[src/rtl/apb_pkg.sv]
// apb_pkg: shared FSM encoding, address decode and error constants for the APB register slave
package apb_pkg;
  typedef enum logic {IDLE = 1'b0, ACCESS = 1'b1} state_e;
  localparam int APB_ADDR_LSB = 2;
  localparam logic [1:0] ERR_NONE     = 2'd0;
  localparam logic [1:0] ERR_MISALIGN = 2'd1;
  localparam logic [1:0] ERR_RANGE    = 2'd2;
endpackage

[src/rtl/apb_regfile.sv]
// apb_regfile: register bank with one write port, a combinational read mux and a flat contents bus
module apb_regfile #(
  parameter int data_width = 32,
  parameter int num_regs   = 8,
  parameter int idx_w      = $clog2(num_regs)
) (
  input  logic                           clk_i,
  input  logic                           rst_ni,
  input  logic                           we_i,
  input  logic [idx_w-1:0]               waddr_i,
  input  logic [data_width-1:0]          wdata_i,
  input  logic [idx_w-1:0]               raddr_i,
  output logic [data_width-1:0]          rdata_o,
  output logic [num_regs*data_width-1:0] regs_o
);
  logic [num_regs*data_width-1:0] regs_q;
  // registers clear on reset and take write data only on a qualified write
  always_ff @(posedge clk_i or negedge rst_ni)
    if (!rst_ni) regs_q <= '0;
    else if (we_i) regs_q[int'(waddr_i)*data_width +: data_width] <= wdata_i;
  assign rdata_o = regs_q[int'(raddr_i)*data_width +: data_width];
  assign regs_o  = regs_q;
endmodule

[src/rtl/apb_reg_slave.sv]
// apb_reg_slave: APB completer with programmable wait states in front of a register bank
module apb_reg_slave
  import apb_pkg::*;
#(
  parameter int addr_width  = 32,
  parameter int data_width  = 32,
  parameter int num_regs    = 8,
  parameter int wait_states = 1
) (
  input  logic                           PCLK,
  input  logic                           PRESET,
  input  logic                           PSEL,
  input  logic                           PENABLE,
  input  logic                           PWRITE,
  input  logic [addr_width-1:0]          PADDR,
  input  logic [data_width-1:0]          PWDATA,
  output logic [data_width-1:0]          PRDATA,
  output logic                           PREADY,
  output logic                           PSLVERR,
  output logic [num_regs*data_width-1:0] regs_q
);
  localparam int idx_w = $clog2(num_regs);
  state_e                state_q, state_d;
  logic [3:0]            cnt_q, cnt_d;
  logic [idx_w-1:0]      idx_q, idx_d;
  logic                  write_q, write_d, err_q, err_d;
  logic [data_width-1:0] wdata_q, wdata_d, prdata_d, rdata;
  logic                  pready_d, pslverr_d, setup, we, rst_n;
  logic [1:0]            err_code, rst_sync_q;
  // reset asserts immediately and releases two clean edges later
  always_ff @(posedge PCLK or negedge PRESET)
    if (!PRESET) rst_sync_q <= '0;
    else rst_sync_q <= {rst_sync_q[0], 1'b1};
  assign rst_n    = rst_sync_q[1];
  assign setup    = (state_q == IDLE) && PSEL && !PENABLE;
  assign err_code = (PADDR[1:0] != 2'b00) ? ERR_MISALIGN :
                    (|(PADDR >> (APB_ADDR_LSB + idx_w))) ? ERR_RANGE : ERR_NONE;
  // next state: latch on setup, count down waits, finish or abort back to IDLE
  always_comb begin
    state_d  = state_q;
    cnt_d    = cnt_q;
    idx_d    = idx_q;
    write_d  = write_q;
    wdata_d  = wdata_q;
    err_d    = err_q;
    pready_d = 1'b0;
    we       = 1'b0;
    if (state_q == IDLE) begin
      if (setup) begin
        state_d  = ACCESS;
        cnt_d    = 4'(wait_states);
        idx_d    = PADDR[APB_ADDR_LSB +: idx_w];
        write_d  = PWRITE;
        wdata_d  = PWDATA;
        err_d    = err_code != ERR_NONE;
        pready_d = (wait_states == 0);
      end
    end else if (!PSEL || PREADY) begin
      state_d = IDLE;
      cnt_d   = 4'd0;
      we      = PSEL && PENABLE && PREADY && write_q && !err_q;
    end else begin
      cnt_d    = cnt_q - 4'd1;
      pready_d = cnt_q == 4'd1;
    end
  end
  // the response is prepared the edge before PREADY rises, from the values being latched
  assign prdata_d  = (pready_d && !write_d && !err_d) ? rdata : '0;
  assign pslverr_d = pready_d && err_d;
  // FSM, latched request and registered response outputs
  always_ff @(posedge PCLK or negedge rst_n)
    if (!rst_n) begin
      state_q <= IDLE;
      cnt_q   <= '0;
      idx_q   <= '0;
      write_q <= 1'b0;
      wdata_q <= '0;
      err_q   <= 1'b0;
      PREADY  <= 1'b0;
      PSLVERR <= 1'b0;
      PRDATA  <= '0;
    end else begin
      state_q <= state_d;
      cnt_q   <= cnt_d;
      idx_q   <= idx_d;
      write_q <= write_d;
      wdata_q <= wdata_d;
      err_q   <= err_d;
      PREADY  <= pready_d;
      PSLVERR <= pslverr_d;
      PRDATA  <= prdata_d;
    end
  apb_regfile #(.data_width(data_width), .num_regs(num_regs), .idx_w(idx_w)) u_regfile (
    .clk_i  (PCLK),
    .rst_ni (rst_n),
    .we_i   (we),
    .waddr_i(idx_q),
    .wdata_i(wdata_q),
    .raddr_i(idx_d),
    .rdata_o(rdata),
    .regs_o (regs_q)
  );
endmodule

[config.mk]
export PLATFORM = sky130hd
export DESIGN_NAME = apb_reg_slave
export DESIGN_NICKNAME = d
export VERILOG_FILES = /design/src/rtl/apb_pkg.sv /design/src/rtl/apb_regfile.sv /design/src/rtl/apb_reg_slave.sv
export SDC_FILE = /design/constraint.sdc
export NUM_CORES = 1
export LEC_CHECK = 0
export CAP_MARGIN = 5
export CORE_MARGIN = 4
export CORE_UTILIZATION = 51
export CTS_BUF_LIST = sky130_fd_sc_hd__clkbuf_16
export CTS_CLUSTER_SIZE = 28
export DETAILED_ROUTE_END_ITERATION = 8
export GPL_ROUTABILITY_DRIVEN = 0
export HOLD_SLACK_MARGIN = 0.02
export PLACE_DENSITY = 0.81
export SLEW_MARGIN = 20
export SYNTH_ARGS = -nofsm -noshare
export SYNTH_HDL_FRONTEND = slang
export SYNTH_HIERARCHICAL = 1
export SYNTH_SLANG_ARGS = --single-unit
[constraint.sdc]
create_clock -name PCLK -period 11.5 [get_ports PCLK]
set_input_delay 2.3 -clock PCLK [delete_from_list [all_inputs] [get_ports PCLK]]
set_output_delay 2.3 -clock PCLK [all_outputs]
set_load 0.01 [all_outputs]
# Yosys cells after proc, flatten, opt, wreduce, memory -nomap -nowiden
# Index checks and enable logic that the tools add are counted.
[op_classes] addsub=2 eq_ne=1 shifts=3 n_mux=20 bitwise=1 reduce_logical=20
[op_table] op="bitwise mux 256 bit" count=1
[op_table] op="variable shift 32 x 33 -> 256 bit, first input constant" count=1
[op_table] op="variable part select 256 x 9 -> 32 bit" count=1
[op_table] op="variable part select 32 x 33 -> 256 bit" count=1
[op_table] op="negator 8 -> 33 bit" count=1
[op_table] op="two-way mux 32 bit" count=1
[op_table] op="OR reduction 27 bit" count=1
[op_table] op="two-way mux 4 bit" count=3
[op_table] op="two-way mux 1 bit" count=11
[op_table] op="logical AND 1 bit" count=9
[op_table] op="two-way mux 3 bit" count=2
[op_table] op="nonzero test 2 bit" count=3
[op_table] op="logical NOT 1 bit" count=5
[op_table] op="equality test 4 x 1 -> 1 bit, second input constant" count=1
[op_table] op="two-way mux 2 bit" count=2
[op_table] op="subtractor 4 x 1 -> 4 bit, second input constant" count=1
[op_table] op="AND reduction 2 bit" count=1
[op_table] op="logical OR 1 bit" count=1
[op_table] op="NOT 1 bit" count=1
[word_totals] regBits=334 inputBits=69 output_inout_bits=290 wordCells=58

# Longest topological paths before layout
[depth] word_depth=9 ltp_mapped=12 mapped_depth_nobuf=6

# Modules after synthesis
# The synthesis kept the hierarchy.
[modules_own_cells] module="apb_regfile" instances=1 cells_per_inst=1030 area_each_um2=12713.4 seq_area_each_um2=6406.1
[modules_own_cells] module="apb_reg_slave" instances=1 cells_per_inst=199 area_each_um2=2951.6 seq_area_each_um2=1951.9

# Worst setup path before layout
# No wires, ideal clock.
[synth_timing] path_kind="input-to-reg" startpoint="input port PENABLE" endpoint="register PRDATA[11]" setup_ps=120 arrival_time_ps=4746 required_ps=11380 setup_slack_ps=6633 path_stages=9 path_buffers=4 path_cell_list="nor3b_2 -> buf_2 -> buf_2 -> mux2_2 -> clkbuf_1 -> buf_2 -> mux4_2 -> mux2_2 -> and4_1"
[synth_between] word_cells_on_any_way=14 classes_between="shift (1); mux (7); reduce/logical (6)"
[synth_rtl] item="from (decl)" line="apb_reg_slave.sv:13" rtl="input logic PENABLE,"
[synth_rtl] item="logical NOT 1 bit" line="apb_reg_slave.sv:35" rtl="assign setup = (state_q == IDLE) && PSEL && !PENABLE;"
[synth_rtl] item="logical AND 1 bit" line="apb_reg_slave.sv:35"
[synth_rtl] item="two-way mux 3 bit" line="apb_reg_slave.sv:49" rtl="if (setup) begin"
[synth_rtl] item="two-way mux 3 bit" line="apb_reg_slave.sv:48" rtl="if (state_q == IDLE) begin"
[synth_rtl] item="net idx_d[0]" line="apb_reg_slave.sv:25" rtl="logic [idx_w-1:0] idx_q, idx_d;"
[synth_rtl] item="variable part select 256 x 9 -> 32 bit" line="apb_regfile.sv:21" rtl="assign rdata_o = regs_q[int'(raddr_i)*data_width +: data_width];"
[synth_rtl] item="net rdata[11]" line="apb_reg_slave.sv:27" rtl="logic [data_width-1:0] wdata_q, wdata_d, prdata_d, rdata;"
[synth_rtl] item="two-way mux 32 bit" line="apb_reg_slave.sv:68" rtl="assign prdata_d = (pready_d && !write_d && !err_d) ? rdata : '0;"
[synth_rtl] item="net prdata_d[11]" line="apb_reg_slave.sv:27"
[synth_rtl] item="to (signal assigned)" line="apb_reg_slave.sv:91" rtl="PRDATA <= prdata_d;"
[synth_rtl] item="to (decl)" line="apb_reg_slave.sv:17" rtl="output logic [data_width-1:0] PRDATA,"
# The timed path passes the listed nets, and every way through them passes these cells.
# A chain may end at the register's enable or synchronous reset.

# Worst setup path after layout
[layout_timing] startpoint="input port PSEL" endpoint="register PRDATA[20]"
[layout_between] word_cells_on_any_way=18 classes_between="shift (1); mux (9); reduce/logical (8)"
[layout_rtl] item="from (decl)" line="apb_reg_slave.sv:12" rtl="input logic PSEL,"
[layout_rtl] item="logical AND 1 bit (2 in series)" line="apb_reg_slave.sv:35"
[layout_rtl] item="two-way mux 3 bit" line="apb_reg_slave.sv:49"
[layout_rtl] item="two-way mux 3 bit" line="apb_reg_slave.sv:48"
[layout_rtl] item="net idx_d[0]" line="apb_reg_slave.sv:25"
[layout_rtl] item="variable part select 256 x 9 -> 32 bit" line="apb_regfile.sv:21"
[layout_rtl] item="net rdata[20]" line="apb_reg_slave.sv:27"
[layout_rtl] item="two-way mux 32 bit" line="apb_reg_slave.sv:68"
[layout_rtl] item="net prdata_d[20]" line="apb_reg_slave.sv:27"
# The timed path passes the listed nets, and every way through them passes these cells.

==> impl_metrics.py <==
metrics = {
    "status": {
        "run_status": "finished clean",
    },
    "power_and_ir_drop": {
        "power.static_leakage_nw": 9.136,
        "vdd.ir_drop.worst_mv": 0.1048,
        "power-per-cell-area_nw_per_um2": 140.5,
    },
    "worst_setup_path": {
        "crit_path_start_kind": "input pin",
        "critical_path.cell_chain": "clkdlybuf4s50_1 > nor3b_4 > buf_4 > mux2_4 > buf_4 > mux4_2 > mux2_2 > and4_1",
        "critical_path.endpoint_type": "register",
        "maximum_fanout_count_along_the_critical_path": 45,
        "timing.critical_path.slowest_cell_delay_ps": 880,
        "path_common_cell": "buf_4",
        "worstPathRequired_ps": 11890,
        "timing.critical_path.slowest_stage_cell": "buf_4",
        "arrival_time_reported_for_the_critical_path_endpoint_ps": 6340,
        "worstSetupPathType": "input pin to register",
    },
    "sta": {
        "setup_viol_count_final": 0,
        "timing.hold.ws_ps": 291.0,
        "fin_worst_skew_ps": 17.64,
        "finalSetupTns_ps": 0,
        "timing.final.crit_share": 0.5177,
        "timing_max_transition_violations_final": 0,
        "tightest_slew_ps": 1248,
        "finalHoldViolCount": 0,
        "final_period_minus_worst_setup_slack_ps": 5953,
        "fmax_ghz": 0.1680,
        "max-slew-margin-rel": 0.1678,
        "unrepaired_setup_endpoints_after_global_routing": "no",
    },
    "cts": {
        "tritoncts_num_sinks": 334,
        "cts_tree": "yes",
        "tritoncts.num_buffers": 37,
        "worstSkewPairLatency_ps": 520,
        "cts.clk_slew.worst_paths_ps": 60,
        "cts_hold_repair.buffers": 0,
        "cts_max_level": 2,
        "cts_repair_resize_count": 0,
        "ctsRootBufferMaster": "clkbuf_16",
        "buffer_levels_on_the_longest_clock_path": 3,
        "post-cts-setup-buffer-count": 0,
    },
    "synth": {
        "synth.net_count": 1303,
        "synth_top_flop_cell": "dfrtp_1",
        "synth.top_cells.by_count": "dfrtp_1 (334), mux2_2 (155), o21ai_0 (140), nand2_1 (106), mux4_2 (64)",
        "synth_edf_count": 0,
        "synthesis.area_per_instance_um2": 12.75,
        "proportion_of_netlist_area_held_by_the_largest_area_contributor": 0.5335,
        "synth_cell_types": 44,
        "yosys_register_bits": 334,
        "synth_seq_area_share": 0.5335,
        "async_reset_ff_frac": 1.000,
        "yosysWarnings": 6,
        "largest_cells_by_area_after_synthesis": "dfrtp_1 (53%), mux2_2 (11%), mux4_2 (9.2%)",
        "synth.cell_area_um2": 15670,
        "synthesized_netlist_cell_count": 1229,
        "synth_largest_area_cell": "dfrtp_1",
        "synthMostInstantiatedCell": "dfrtp_1",
    },
    "drt": {
        "drtAntennaViolNets": 0,
        "dr.pass1.iters": 5,
        "total_wire_length_mm": 53.85,
        "drt_drc_violations_left": 0,
        "detail_route.wl_per_cell_um": 27.28,
        "vias": 12190,
        "initial_drc_count": 1082,
        "routed_via_density": 6.173,
    },
    "floorplanning": {
        "num_rows": 63,
        "die_w_um": 183.3,
        "core_area_um2": 29950,
        "floorplan.initialDensity": 0.5230,
        "io_pins": 359,
        "die_h_um": 183.3,
        "die_area_um2": 33580,
    },
    "cells_and_area": {
        "nNetsFinal": 1628,
        "drive_above_1_share": 0.2206,
        "areaGrowthSynthToFinish_pct": 32.58,
        "post-route-util": 0.6934,
    },
    "worst_hold_path": {
        "min-delay-path-class": "register to asynchronous set/reset pin",
    },
    "placement": {
        "portBuffers": 358,
        "place.detailed.hpwl_mm": 34.08,
    },
    "global_route": {
        "grt.total_usage": 0.3156,
        "global_route_wire_length_before_repair_mm": 81.15,
        "grt_pass1_vias": 13010,
        "grt_antenna_before_repair": 3,
        "globalRouteOverflowTotal": 0,
        "grt_start_max_net_pins": 175,
    },
    "run": {
        "cap_viol_max_count": 0,
    },
}
[final timing paths]
path,from,slack [ps],to,cells after the start
setup / recovery,PSEL,5550,PRDATA[20],8
hold / removal,rst_sync_q[1],290,u_regfile/regs_o[220],0
setup reg to reg,idx_q[1],7390,u_regfile/regs_o[49],6
hold reg to reg,rst_sync_q[1],290,u_regfile/regs_o[220],0
max in group asynchronous,rst_sync_q[1],9180,u_regfile/regs_o[175],2
min in group PCLK,rst_sync_q[0],350,rst_sync_q[1],0
[registers in the layout, indices dropped and copies added (netlist names)]
name	cells
err_q	1
PSLVERR	1
cnt_q	4
PREADY	1
u_regfile/regs_o	256
write_q	1
idx_q	3
rst_sync_q	2
state_q	1
PRDATA	32
wdata_q	32
[report_power, final]
| group | switching, W | total (W) | internal [W] |
|---|---|---|---|
| Sequential | 0.0000576 | 0.00126 | 0.00120 |
| Clock | 0.000479 | 0.00114 | 0.000657 |
| Combinational | 0.000329 | 0.000521 | 0.000192 |
[kinds of logic after synthesis]
logic type | Yosys count | share of synthesized area
AOI/OAI and AO/OA | 191 | 0.06885
xor gates and xnor gates | 2 | 0.001118
adders and majority gates | 5 | 0.003994
buffers and inverters | 148 | 0.04105
DFF | 334 | 0.5335
muxes | 294 | 0.2609
other | 1 | 0.0002394
and+or+nand+nor | 254 | 0.09026
[per-stage QoR]
step / std cells / power, W / worst slack, ps / cell area [um2]
2_1_floorplan: 1229 / 0.001591 / 1502 / 15670
3_3_place_gp: 1905 / 0.001773 / 5206 / 19610
3_5_place_dp: 1905 / 0.001793 / 5029 / 19610
4_1_cts: 1972 / 0.002921 / 5538 / 20760
5_1_grt: 1974 / 0.003013 / 5359 / 20770
6_report: 1974 / 0.002918 / 5547 / 20770
[layer usage]
| layer | wire (um) | vias up | track usage |
|---|---|---|---|
| met5 | 0 | - | 0 |
| met4 | 2160 | 0 | 0.1162 |
| met3 | 5104 | 153 | 0.06704 |
| met2 | 26170 | 755 | 0.5247 |
| met1 | 20420 | 6225 | 0.4130 |
| li1 | - | 5052 | - |
[worst max-delay path: cells and delay by family]
kind / cells / cell delay, ps
buffers and inverters: 3 / 2140
and+or+nand+nor: 2 / 390
muxes: 3 / 1470
[placed cells by master, fill, tap and decap left out, types with 32 or more instances in the layout]
master           instances
inv_1                   64
clkbuf_16               39
mux2_2                 153
mux2i_1                 44
clkdlybuf4s50_1        358
o31ai_1                 41
mux4_2                  64
nand2_1                105
and2_1                  61
o21ai_0                140
mux2_4                  32
dfrtp_1                333
[final cells by class]
cell class,count,area (um2)
fill,2189,9185
sequential,334,8362
multi-input combinational,747,6790
timing repair buffer,382,3776
clock buffer,39,975.9
tap,390,488.0
inverter,52,195.2
clock inverter,28,176.4
antenna,2,5.005
No activity file was read; power rests on OpenSTA's default activity.
==> variant, RTL diff (same flow settings) <==
The output `PSLVERR` loses its register stage (`PSLVERR` becomes a continuous assignment).
--- a/src/rtl/apb_reg_slave.sv
+++ b/src/rtl/apb_reg_slave.sv
@@ -78,5 +78,4 @@
       err_q   <= 1'b0;
       PREADY  <= 1'b0;
-      PSLVERR <= 1'b0;
       PRDATA  <= '0;
     end else begin
@@ -88,7 +87,8 @@
       err_q   <= err_d;
       PREADY  <= pready_d;
-      PSLVERR <= pslverr_d;
       PRDATA  <= prdata_d;
     end
+
+  assign PSLVERR = pslverr_d;
   apb_regfile #(.data_width(data_width), .num_regs(num_regs), .idx_w(idx_w)) u_regfile (
     .clk_i  (PCLK),
Function: changed (a bounded check fails within 4 cycles, from zero or initial values and one cycle with PRESET low).
==> variant against the original RTL <==
  * Routed wire length fell by 1.7%
  * Die area down 0.15%
  * Sequential power about the same
  * Clock power grew 7%
  * Sequential cell count decreased by 1
  * Global-route usage fell by 0.72 points
  * Via count is 0.15% lower
  * Synthesized area is 0.16% lower
  * Power up 2.5%
  * Setup slack got worse by 1.0 ns
  * Final area rose by 0.47%
  * Critical path type is now in -> out
==> variant: results (changes against the original RTL) <==
The flow ran to the end, and the final reports show no timing, DRC or antenna violations. The maximum number of pins on one net before global-route repair came out at 81 (-54%). The transition time at the pin with the least slew margin was 1.21 ns (-0.0398 ns); the wire length on met3 was 4.98 mm (-2.5%). The multiplexer share of the synthesized area was 0.261 (+0.000418); the largest stage delay on the critical path was 0.65 ns (-0.23 ns). The HPWL after detailed placement was 33.6 mm (-1.3%).

The total track usage is 0.308 (-0.00719). The placed standard-cell area is 0.0196 mm^2 (-0.16%). The data arrival at the endpoint of the critical path was 4.69 ns (-1.65 ns). The worst register-to-register path begins at state_q. Standby leakage power: 9.14 nW (about the same). The overall via count from detail_route is 12200 (-0.15%). Final clock skew: 0.0173 ns (-0.000370 ns). The run gives 0.0848 mV (-19%) as the maximum vdd drop. The global-route wire length before repair was 78.8 mm (-2.9%). The length in cells of the worst reg-to-reg path is 7 (+1). The type of the tightest min-delay check is reg -> reg. Counting instances in the post-synthesis netlist gives the leading cell types as sky130_fd_sc_hd__dfrtp_1 (333), sky130_fd_sc_hd__mux2_2 (155), sky130_fd_sc_hd__o21ai_0 (140).

In this run the worst setup path begins at PSEL. The maximum fanout count along the critical path is 39 (-13%), and the number of nets produced by synthesis is 1302 (-0.077%). For the number of design-rule violations left by the first detailed-router iteration, the log shows 1181 (+9.1%). The run gives 12600 (-3.1%) as the number of global-route vias before repair.

Final hold slack: 0.349 ns (+0.0583 ns). The logs give 20.4 mm (about the same) for the met1 routed wirelength after detailed routing and 0.533 (-0.000746) for the sequential share of the synthesized area. The compound-gate portion of the synthesized area is 0.0690 (+0.000110), and the routed wire length on met2 is 25.6 mm (-2.3%). Highest metal layer with signal wires: met5. The async set-or-reset flop fraction in the synthesized netlist is 1.00 (unchanged), and the XOR/XNOR share of the synthesized area is 0.00112 (+0.00000179). Ranked by total cell area, the synthesized netlist is headed by sky130_fd_sc_hd__dfrtp_1 (53%), sky130_fd_sc_hd__mux2_2 (11%), sky130_fd_sc_hd__mux4_2 (9.2%). Following the worst setup path forward leads to its endpoint at PSLVERR.

The adder-cell share of the synthesized area is 0.00400 (+0.00000639). The end of the worst register-to-register path is PRDATA[30]. The logs give 0 (unchanged) for the hold buffer count at cts and 3 (unchanged) for the number of buffers between clock root and the deepest sink.

The setup slack on the worst flop-to-flop path is 7.46 ns (+0.07 ns). The family with the most delay on the worst path was buffers and inverters. The tools report the total wire length after detailed routing as 52.9 mm (-1.7%). The share of post-route cells with drive strength above 1 came out at 0.225 (+0.00457).

The number of nets in the layout came out at 1629 (+0.061%).
-- variant: cell families after synthesis --
family	count (synthesis)
DFF	333
muxes	294
and+or+nand+nor	254
AOI/OAI and AO/OA	191
buffers and inverters	148
adders and majority gates	5
xor gates and xnor gates	2
other	1
-- variant: worst reg2reg max path, cell delays in order (launching register included) --
cell and delay (ns):
sky130_fd_sc_hd__dfrtp_1 0.49, sky130_fd_sc_hd__nor3b_4 0.22, sky130_fd_sc_hd__buf_4 0.65, sky130_fd_sc_hd__mux2_4 0.83, sky130_fd_sc_hd__buf_4 0.70, sky130_fd_sc_hd__mux4_2 0.62
sky130_fd_sc_hd__mux2_2 0.28, sky130_fd_sc_hd__and4_1 0.15
-- variant: through the flow --
stage / cells / utilization / setup WS (ns) / total power (W)
2_1_floorplan: 1228 / - / 1.53 / 0.00159
3_3_place_gp: 1904 / 0.653 / 4.54 / 0.00176
3_5_place_dp: 1905 / 0.654 / 4.51 / 0.00178
4_1_cts: 1970 / 0.696 / 4.48 / 0.00300
5_1_grt: 1973 / 0.697 / 4.43 / 0.00309
6_report: 1974 / 0.697 / 4.51 / 0.00299
-- variant: final cells by class --
class / instances / area (um^2)
fill: 2146 / 9090
sequential: 333 / 8340
multi-input combinational: 747 / 6780
timing repair buffer: 384 / 3800
clock buffer: 39 / 976
tap: 390 / 488
clock inverter: 26 / 279
inverter: 52 / 195
antenna: 3 / 7.51
-- variant: routing by layer --
metal  up-vias  global-route usage
li1       5059                   -
met1      6277               0.412
met2       698               0.503
met3       131              0.0694
met4         2               0.110
met5         -                   0
-- variant: where the power goes --
group          internal, W  leakage [nW]  switching [W]
combinational     0.000189          4.20       0.000321
clock             0.000748         0.619       0.000475
sequential         0.00120          4.33      0.0000591
total              0.00214          9.14       0.000855
